==> src/rtl/ibex_rvfi_cosim_sched.sv <==
// Lockstep co-simulation scheduler: buffers RVFI retirements in a FIFO, pairs each with a
// reference-model entry, compares architectural effects and latches the first divergence.
module ibex_rvfi_cosim_sched #(
  parameter int unsigned FifoDepth      = 8,
  parameter bit          StopOnMismatch = 1'b1
) (
  input  logic                         clk_i,
  input  logic                         rst_ni,
  input  logic                         cmp_en_i,
  input  logic                         clear_i,
  input  logic                         rvfi_valid_i,
  input  logic [63:0]                  rvfi_order_i,
  input  logic                         rvfi_trap_i,
  input  logic [31:0]                  rvfi_pc_i,
  input  logic [31:0]                  rvfi_insn_i,
  input  logic [4:0]                   rvfi_rd_addr_i,
  input  logic [31:0]                  rvfi_rd_wdata_i,
  input  logic                         ref_valid_i,
  output logic                         ref_ready_o,
  input  logic [31:0]                  ref_pc_i,
  input  logic [31:0]                  ref_insn_i,
  input  logic [4:0]                   ref_rd_addr_i,
  input  logic [31:0]                  ref_rd_wdata_i,
  output logic                         mismatch_o,
  output logic [3:0]                   mismatch_field_o,
  output logic [63:0]                  mismatch_order_o,
  output logic [31:0]                  match_count_o,
  output logic                         overflow_o,
  output logic [$clog2(FifoDepth):0]   fifo_level_o
);

  localparam int unsigned PtrW = $clog2(FifoDepth);
  localparam int unsigned LvlW = PtrW + 1;
  localparam logic [LvlW-1:0] FullLvl = LvlW'(FifoDepth);

  typedef enum logic [1:0] {
    StIdle     = 2'd0,
    StRun      = 2'd1,
    StMismatch = 2'd2,
    StOverflow = 2'd3
  } state_e;

  state_e state_q, state_d;

  logic [63:0] order_mem [FifoDepth];
  logic        trap_mem  [FifoDepth];
  logic [31:0] pc_mem    [FifoDepth];
  logic [31:0] insn_mem  [FifoDepth];
  logic [4:0]  rd_mem    [FifoDepth];
  logic [31:0] wdata_mem [FifoDepth];

  logic [PtrW-1:0] wr_ptr_q, rd_ptr_q;
  logic [LvlW-1:0] level_q;

  logic        mismatch_q;
  logic [3:0]  field_q;
  logic [63:0] order_q;
  logic [31:0] count_q;
  logic        overflow_q;

  logic       full, empty;
  logic       fire, push_req, do_push;
  logic       flush, ovf_evt, clear_evt;
  logic [3:0] diff;

  assign full  = (level_q == FullLvl);
  assign empty = (level_q == '0);

  assign ref_ready_o = (state_q == StRun) && !empty;
  assign fire        = ref_valid_i && ref_ready_o;
  assign push_req    = (state_q == StRun) && rvfi_valid_i;
  // A full FIFO still accepts a push when the head leaves in the same cycle.
  assign do_push     = push_req && !flush && (!full || fire);

  // Field order is {rd_wdata, rd_addr, insn, pc}; trapped instructions skip rd checks.
  always_comb begin
    diff    = '0;
    diff[0] = (pc_mem[rd_ptr_q] != ref_pc_i);
    diff[1] = (insn_mem[rd_ptr_q] != ref_insn_i);
    if (!trap_mem[rd_ptr_q]) begin
      diff[2] = (rd_mem[rd_ptr_q] != ref_rd_addr_i);
      if (rd_mem[rd_ptr_q] != 5'd0) begin
        diff[3] = (wdata_mem[rd_ptr_q] != ref_rd_wdata_i);
      end
    end
  end

  always_comb begin
    state_d   = state_q;
    flush     = 1'b0;
    ovf_evt   = 1'b0;
    clear_evt = 1'b0;
    unique case (state_q)
      StIdle: begin
        if (cmp_en_i) state_d = StRun;
      end
      StRun: begin
        if (!cmp_en_i) begin
          state_d = StIdle;
          flush   = 1'b1;
        end else if (push_req && full && !fire) begin
          state_d = StOverflow;
          ovf_evt = 1'b1;
        end else if (fire && (diff != '0) && StopOnMismatch) begin
          state_d = StMismatch;
        end
      end
      StMismatch, StOverflow: begin
        if (clear_i) begin
          state_d   = StIdle;
          flush     = 1'b1;
          clear_evt = 1'b1;
        end
      end
      default: state_d = StIdle;
    endcase
  end

  always_ff @(posedge clk_i or negedge rst_ni) begin
    if (!rst_ni) begin
      state_q <= StIdle;
    end else begin
      state_q <= state_d;
    end
  end

  // Storage carries no reset; occupancy and pointers alone define validity.
  always_ff @(posedge clk_i) begin
    if (do_push) begin
      order_mem[wr_ptr_q] <= rvfi_order_i;
      trap_mem[wr_ptr_q]  <= rvfi_trap_i;
      pc_mem[wr_ptr_q]    <= rvfi_pc_i;
      insn_mem[wr_ptr_q]  <= rvfi_insn_i;
      rd_mem[wr_ptr_q]    <= rvfi_rd_addr_i;
      wdata_mem[wr_ptr_q] <= rvfi_rd_wdata_i;
    end
  end

  always_ff @(posedge clk_i or negedge rst_ni) begin
    if (!rst_ni) begin
      wr_ptr_q <= '0;
      rd_ptr_q <= '0;
      level_q  <= '0;
    end else if (flush) begin
      wr_ptr_q <= '0;
      rd_ptr_q <= '0;
      level_q  <= '0;
    end else begin
      if (do_push) wr_ptr_q <= wr_ptr_q + 1'b1;
      if (fire)    rd_ptr_q <= rd_ptr_q + 1'b1;
      if (do_push && !fire)      level_q <= level_q + 1'b1;
      else if (!do_push && fire) level_q <= level_q - 1'b1;
    end
  end

  always_ff @(posedge clk_i or negedge rst_ni) begin
    if (!rst_ni) begin
      mismatch_q <= 1'b0;
      field_q    <= '0;
      order_q    <= '0;
      count_q    <= '0;
      overflow_q <= 1'b0;
    end else if (clear_evt) begin
      mismatch_q <= 1'b0;
      field_q    <= '0;
      order_q    <= '0;
      overflow_q <= 1'b0;
    end else begin
      if (ovf_evt) overflow_q <= 1'b1;
      if (fire) begin
        if (diff == '0) begin
          count_q <= count_q + 32'd1;
        end else if (!mismatch_q) begin
          mismatch_q <= 1'b1;
          field_q    <= diff;
          order_q    <= order_mem[rd_ptr_q];
        end
      end
    end
  end

  assign mismatch_o       = mismatch_q;
  assign mismatch_field_o = field_q;
  assign mismatch_order_o = order_q;
  assign match_count_o    = count_q;
  assign overflow_o       = overflow_q;
  assign fifo_level_o     = level_q;

endmodule
==> config.mk <==
export PLATFORM = sky130hd
export DESIGN_NAME = ibex_rvfi_cosim_sched
export DESIGN_NICKNAME = d
export VERILOG_FILES = /design/src/rtl/ibex_rvfi_cosim_sched.sv
export SDC_FILE = /design/constraint.sdc
export NUM_CORES = 1
export LEC_CHECK = 0
export CAP_MARGIN = 20
export CORE_ASPECT_RATIO = 0.7
export CORE_MARGIN = 5
export CORE_UTILIZATION = 50
export DETAILED_ROUTE_END_ITERATION = 10
export GPL_ROUTABILITY_DRIVEN = 1
export HOLD_SLACK_MARGIN = 0.1
export PLACE_DENSITY = 0.73
export SLEW_MARGIN = 20
export SYNTH_ARGS = -nofsm -noshare
export SYNTH_HDL_FRONTEND = slang
export SYNTH_SLANG_ARGS = --single-unit
export TNS_END_PERCENT = 20
==> constraint.sdc <==
create_clock -name clk_i -period 17.5 [get_ports clk_i]
set_clock_uncertainty 0.15 [all_clocks]
set_input_delay 3.5 -clock clk_i [delete_from_list [all_inputs] [get_ports clk_i]]
set_output_delay 3.5 -clock clk_i [all_outputs]
set_load 0.01 [all_outputs]
==> run_results.csv, run 1 <==
group,metric,value,unit
synthesis,synth-async-reset-ratio,7.906,%
setup_path,reg2reg_depth,14,
setup_path,critPathKind,"input port to register",
finish,nFillCells,7715,
power,swShare,27.03,%
setup_path,cp.required,18.01,ns
grt,grt_pass1_wl,190900,microns
synthesis,synth_seq_cells,1442,
setup_path,cp-start-kind,"input port",
synthesis,ys_seq_area_share,76.35,%
synthesis,synth_edf_count,1328,
power,max-vdd-ir-drop,94.53,uV
timing,min_period,7.775,ns
setup_path,r2r_end,"mismatch_order_o[32]",
finish,drive_gt1_share,17.59,%
clock_network,cts-resized-gates,0,
clock_network,cts_buffers,139,
placement,numPortBuffers,379,
clock_network,post_cts_buffers,0,
power,seqPwrFrac,45.2,%
timing,whs,0.3362,ns
setup_path,cp.depth,10,
grt,track_usage,21.68,%
timing,drv_slew,0,
finish,fin_area,0.06605,sq mm
setup_path,end_kind,"register",
grt,grt_overflow,0,
setup_path,timing.critical_path.buf_inv,3,
worst_hold_path,hold-path-cell-count,1,
grt,grt_pass1_vias,29020,
power,leakage,21.49,nW
setup_path,r2r_setup_slack,9.85,ns
floorplanning,start_util,50.46,%
synthesis,postSynthCellCount,2670,
run,drv_cap,0,
clock_network,htreeDepth,4,
clock_network,cts-root-buf,"clkbuf_16",
setup_path,cp_common_cell,"buf_4",
drt,routedWlPerCell,27.45,microns
synthesis,syn_area,0.05597,sq mm
timing,fin_crit_sh,44.43,%
timing,maxSlewHeadroom,27.43,%
finish,nets,3395,
finish,area_growth,18.01,%
placement,place.gp.congestion,0.7679,
clock_network,cts_tree,"done",
setup_path,path_delay_family,"buffers and inverters",
grt,antenna_found_initial,26,
power,power_density,137.8,mW/mm^2
synthesis,synth_cell_types,53,
setup_path,cpMaxStageDelayCell,"nor4_1",
timing,hold_viol,0,
floorplanning,die_w,409.9,microns
placement,placed_area,0.06153,sq mm
floorplanning,core_area,0.1109,sq mm
clock_network,cts_sinks,1442,
timing,worst_pin_slew,1.089,ns
synthesis,synth_fp_nets,2949,
placement,place.detailed.hpwl,73790,microns
drt,totalWireLength,129200,microns
setup_path,critical_path_arrival,8.28,ns
synthesis,synthFlopType,"edfxtp_1",
floorplanning,die-area,0.1188,sq mm
drt,viasPerCell,5.849,
floorplanning,rows,102,
drt,dr.pass1.iters,7,
setup_path,crit_path_max_incr_delay,0.93,ns
worst_hold_path,hold_path_class,"register to register",
floorplanning,die_h,289.9,microns
power,p_switching,2.460,mW
setup_path,crit_path_cell_trace,"clkdlybuf4s50_1, xor2_1, o2111ai_1, nor4_1, and4_1, nand3_2, o21ai_4, buf_4, buf_4, mux2i_1",
grt,grt_start_max_net_pins,142,
drt,ant_nets,0,
worst_hold_path,worstHoldEndpoint,"match_count_o[18]",
status,status,"completed",
setup_path,path_max_fanout,35,
timing,rsz0062_at_grt,"false",
setup_path,r2r-start,"rd_ptr_q[1]",
clock_network,clk_latency,0.75,ns
synthesis,ys_warn_count,0,
drt,drc,0,
floorplanning,ios,380,
timing,setup_violations,0,
clock_network,clk_pin_slew,0.06,ns
clock_network,clockBufferDepth,3,
power,combinationalPowerShare,22.9,%
drt,vias,27530,
worst_hold_path,hold_path_startpoint,"match_count_o[18]",
timing,max_freq,128.6,MHz
power,p_int,6.642,mW
drt,drtIter0Drc,2591,
power,power.share.clock,31.9,%
clock_network,ctsHoldBuffers,0,
synthesis,synth_area_per_cell,20.96,sq um
how the worst max path moves through the flow:
stage,endpoint,start,slack [ns]
floorplan,insn_mem[0][0],clear_i,-3.56
global placement,mismatch_order_o[28],ref_rd_wdata_i[13],8.71
detailed placement,mismatch_order_o[25],ref_rd_wdata_i[13],8.66
CTS,mismatch_order_o[32],ref_rd_wdata_i[13],9.44
global route,mismatch_order_o[21],rd_ptr_q[1],9.51
finish,mismatch_order_o[32],ref_insn_i[5],9.73
per-layer routing:
| metal | share of wire (%) | track usage, % | routed length (microns) |
|---|---|---|---|
| met5 | 0.054 | 0 | 70 |
| met4 | 2.1 | 5.984 | 2716 |
| met3 | 7.6 | 4.796 | 9777 |
| met2 | 50 | 35.57 | 64530 |
| met1 | 40 | 29.72 | 52120 |
cells in the mapped netlist (2+ instances only):
cell       count  area (sq um)
a21oi_1       24         120.1
nor4_1        19         118.9
nand2b_1       4         25.02
inv_1          7         26.28
a211oi_1       2         15.01
nor2b_1        4         25.02
buf_6          7         78.83
o22ai_1        8         50.05
nor3_1        26         130.1
a221oi_1       9         78.83
o21ai_0        6         30.03
buf_2         41         205.2
a22oi_1       46         345.3
nand2_1       99         371.6
xnor2_1       56         490.5
o22a_1         8         70.07
buf_1         26         97.59
mux2_2        17         191.4
or3_1          3         18.77
nor2_1        17         63.81
clkbuf_1      53         198.9
and2_1         5         31.28
mux2i_1      311          3113
nor3b_1        6         45.04
edfxtp_1    1328         39880
a32o_1         2         20.02
nand3_1       15         75.07
buf_4          3         22.52
and4_1         4         35.03
nand4_1       14         87.58
and3_1        28         175.2
dfrtp_1      114          2853
ha_1           5         62.56
o31ai_1        3         22.52
mux4_2       268          6036
o2111ai_1      2         17.52
xor2_1        64         560.5
power by group through the flow:
stage | logic (mW) | clock network, mW | registers (mW)
final | 2.08 | 2.90 | 4.12
after global routing | 2.25 | 3.12 | 4.14
after CTS | 2.10 | 2.96 | 4.12
after detailed placement | 2.09 | 0 | 4.19
after global placement | 2.05 | 0 | 4.18
after floorplan | 1.46 | 0 | 4.19
cell usage in the layout, fill, tap and decap left out, types with 8 or more instances in the layout:
cell and instances:
clkdlybuf4s50_1 378, nand2_1 98, diode_2 21, edfxtp_1 1328, nand3_1 15, nor4_1 18, nand4_1 14, o22ai_1 8
nor2_1 15, dfrtp_1 111, a221oi_1 9, clkinv_1 22, xor2_1 64, xnor2_1 56, mux4_2 268, clkbuf_1 31
nor3_1 23, clkinv_2 30, and3_1 28, o22a_1 8, a22oi_1 46, mux2_2 17, mux2i_1 311, buf_4 52
a21oi_1 24, clkbuf_16 144
area by class of cell:
class / instances / area, sq um / area share, %
sequential: 1442 / 42740 / 64.72
inverter: 7 / 26.28 / 0.03978
clock inverter: 74 / 630.6 / 0.9548
tap: 1456 / 1822 / 2.758
multi-input combinational: 1091 / 12700 / 19.22
timing repair buffer: 435 / 4273 / 6.470
antenna: 21 / 52.55 / 0.07957
clock buffer: 181 / 3802 / 5.757
through the flow:
step	worst slack, ns	total power [mW]	utilization [%]	std cells	TNS, ns
after floorplan	-3.560	5.655	-	2670	-617.38
after global placement	8.709	6.227	55.48	4430	0
after detailed placement	8.661	6.287	55.48	4430	0
after CTS	9.440	9.188	59.48	4685	0
after global routing	9.511	9.505	59.53	4696	0
final	9.725	9.102	59.55	4707	0
cells by family (layout without fill, tap and decap cells):
group                    count (synthesis)  in the layout  share of synthesized area, %
adder cells (fa/ha/maj)                  6              6                        0.1476
buffers and inverters                  137            697                         1.125
AO/OA/AOI/OAI                          118            118                         1.522
multiplexers                           596            596                         16.69
AND/OR/NAND/NOR                        251            251                         2.289
other                                    0             21                             0
XOR/XNOR                               120            120                         1.878
flip-flops                            1442           1442                         76.35
sequential cells by signal, indices dropped and copies added, names as in the netlist:
| register | cells |
|---|---|
| rd_mem | 40 |
| mismatch_o | 1 |
| overflow_o | 1 |
| mismatch_order_o | 64 |
| pc_mem | 256 |
| insn_mem | 256 |
| fifo_level_o | 4 |
| match_count_o | 32 |
| rd_ptr_q | 3 |
| wdata_mem | 256 |
| trap_mem | 8 |
| mismatch_field_o | 4 |
| state_q | 2 |
| wr_ptr_q | 3 |
| order_mem | 512 |
Note: power is estimated with default switching activity, not from simulation.
==> inputs of run 2 (changes only) <==
clock period = 6.2 ns   (was 17.5 ns; I/O delays follow)
==> run 2 against run 1 <==
Compared with the run above:
- clock power increased to 2.9 times the previous value
- critical endpoint is now mismatch_order_o[1]
- sequential power rose to 2.8 times the previous value
- largest cell class unchanged
- first-iteration DRC count shrank 10%
==> run_results.csv, run 2 (synthesis gave the netlist of run 1 again) <==
group,metric,value,unit
clock_network,cts_buffers,137,
finish,final_common_cell,"edfxtp_1",
power,seqPwrFrac,44.9,%
drt,drtIter0Drc,2332,
setup_path,cpMaxStageDelayCell,"buf_4",
floorplanning,core_area,0.1109,sq mm
finish,final_cell_mix,"edfxtp_1, clkdlybuf4s50_1, mux2i_1",
clock_network,clk_pin_slew,0.06,ns
timing,maxSlewHeadroom,26.62,%
clock_network,cts_tree,"done",
clock_network,post_cts_buffers,0,
clock_network,cts-root-buf,"clkbuf_16",
placement,placed_area,0.06187,sq mm
setup_path,cp-start-kind,"register",
drt,totalWireLength,128700,microns
finish,largest_register_ffs,512,
drt,dr.pass1.iters,5,
drt,drc,0,
timing,hold_viol,0,
placement,place.gp.congestion,0.7736,
power,leakage,21.58,nW
finish,drive_gt1_share,17.54,%
setup_path,critical_path_arrival,6.02,ns
grt,grt_overflow,0,
timing,fin_crit_sh,89.18,%
floorplanning,start_util,50.46,%
power,p_int,18.93,mW
grt,grt_pass1_wl,189300,microns
finish,fin_area,0.06644,sq mm
grt,antenna_found_initial,30,
grt,grt_pass1_vias,28870,
floorplanning,rows,102,
timing,min_period,5.529,ns
setup_path,end_kind,"register",
setup_path,critPathKind,"register to register",
finish,top_register,"order_mem",
drt,routedWlPerCell,27.39,microns
worst_hold_path,hold_path_class,"register to register",
timing,rsz0062_at_grt,"false",
placement,numPortBuffers,379,
power,p_total,25.80,mW
placement,place.detailed.hpwl,74290,microns
clock_network,cts_sinks,1442,
status,status,"completed",
power,max-vdd-ir-drop,309.0,uV
setup_path,crit_path_max_incr_delay,0.74,ns
timing,worst_pin_slew,1.098,ns
setup_path,path_max_fanout,79,
timing,max_freq,180.9,MHz
grt,grt_start_max_net_pins,131,
finish,nets,3391,
timing,drv_slew,0,
run,drv_cap,0,
floorplanning,die_h,289.9,microns
floorplanning,ios,380,
floorplanning,die_w,409.9,microns
drt,viasPerCell,5.863,
clock_network,clk_latency,0.74,ns
clock_network,clockBufferDepth,3,
power,combinationalPowerShare,22.9,%
setup_path,crit_path_cell_trace,"buf_12, buf_4, mux4_2, mux2i_1, xnor2_1, o41ai_2, nand3_2, o21ai_4, buf_12, mux2i_1",
power,power.share.clock,32.2,%
power,p_switching,6.868,mW
grt,track_usage,21.55,%
setup_path,cp.required,6.69,ns
power,power_density,388.4,mW/mm^2
drt,ant_nets,0,
clock_network,ctsHoldBuffers,0,
floorplanning,die-area,0.1188,sq mm
clock_network,htreeDepth,4,
timing,setup_violations,0,
power,swShare,26.62,%
clock_network,cts-resized-gates,0,
finish,area_growth,18.70,%
drt,vias,27540,
==> run 2: area by class of cell <==
cell class                 instances  area [sq um]
antenna                           20         50.05
clock buffer                     176          3677
clock inverter                    73         808.3
fill                            7680         44470
inverter                           7         26.28
multi-input combinational       1091         12770
sequential                      1442         42740
tap                             1456          1822
timing repair buffer             433          4542
==> run 2: power by group through the flow <==
| stage | sequential, mW | combinational (mW) | clock (mW) |
|---|---|---|---|
| global route | 11.6 | 6.36 | 8.92 |
| floorplan | 11.7 | 4.15 | 0 |
| finish | 11.6 | 5.90 | 8.31 |
| CTS | 11.6 | 5.94 | 8.49 |
| global placement | 11.8 | 5.79 | 0 |
| detailed placement | 11.8 | 5.91 | 0 |
==> run 2: per-layer routing <==
| layer | routed length, microns | up-vias | global-route usage, % |
|---|---|---|---|
| met5 | 107 | - | 0 |
| met4 | 3174 | 18 | 7.082 |
| met3 | 8657 | 203 | 4.802 |
| met2 | 64360 | 934 | 35.13 |
| met1 | 52380 | 14540 | 29.21 |
| li1 | - | 11850 | - |
==> run 2: worst paths after layout <==
path	endpoint	slack (ns)	startpoint	cells past startpoint
max in group asynchronous	rd_ptr_q[2]	4.31	rst_ni	2
min in group asynchronous	mismatch_order_o[4]	0.45	rst_ni	1
setup / recovery	mismatch_order_o[1]	0.67	rd_ptr_q[1]	10
hold / removal	match_count_o[15]	0.34	match_count_o[15]	1
hold reg to reg	match_count_o[15]	0.34	match_count_o[15]	1
setup reg to reg	mismatch_order_o[1]	0.67	rd_ptr_q[1]	10
==> run 2: metrics by stage <==
stage	TNS (ns)	setup slack, ns	hold WS, ns	util, %	instances
2_1_floorplan	-1131.22	-1.551	0.3539	-	2670
3_3_place_gp	0	0.7098	0.3198	55.79	4428
3_5_place_dp	0	0.6082	0.3330	55.79	4428
4_1_cts	0	0.4974	0.3432	59.83	4677
5_1_grt	0	0.4112	0.3620	59.89	4692
6_report	0	0.6711	0.3434	59.90	4698
==> run 2: worst max-delay path: cells and delay by family (launching register included) <==
| kind | cells | cell delay [ns] |
|---|---|---|
| buffers and inverters | 3 | 1.47 |
| AOI/OAI and AO/OA | 2 | 1.37 |
| xor gates and xnor gates | 1 | 0.19 |
| muxes | 3 | 1.10 |
| DFF | 1 | 0.69 |
| and+or+nand+nor | 1 | 0.37 |
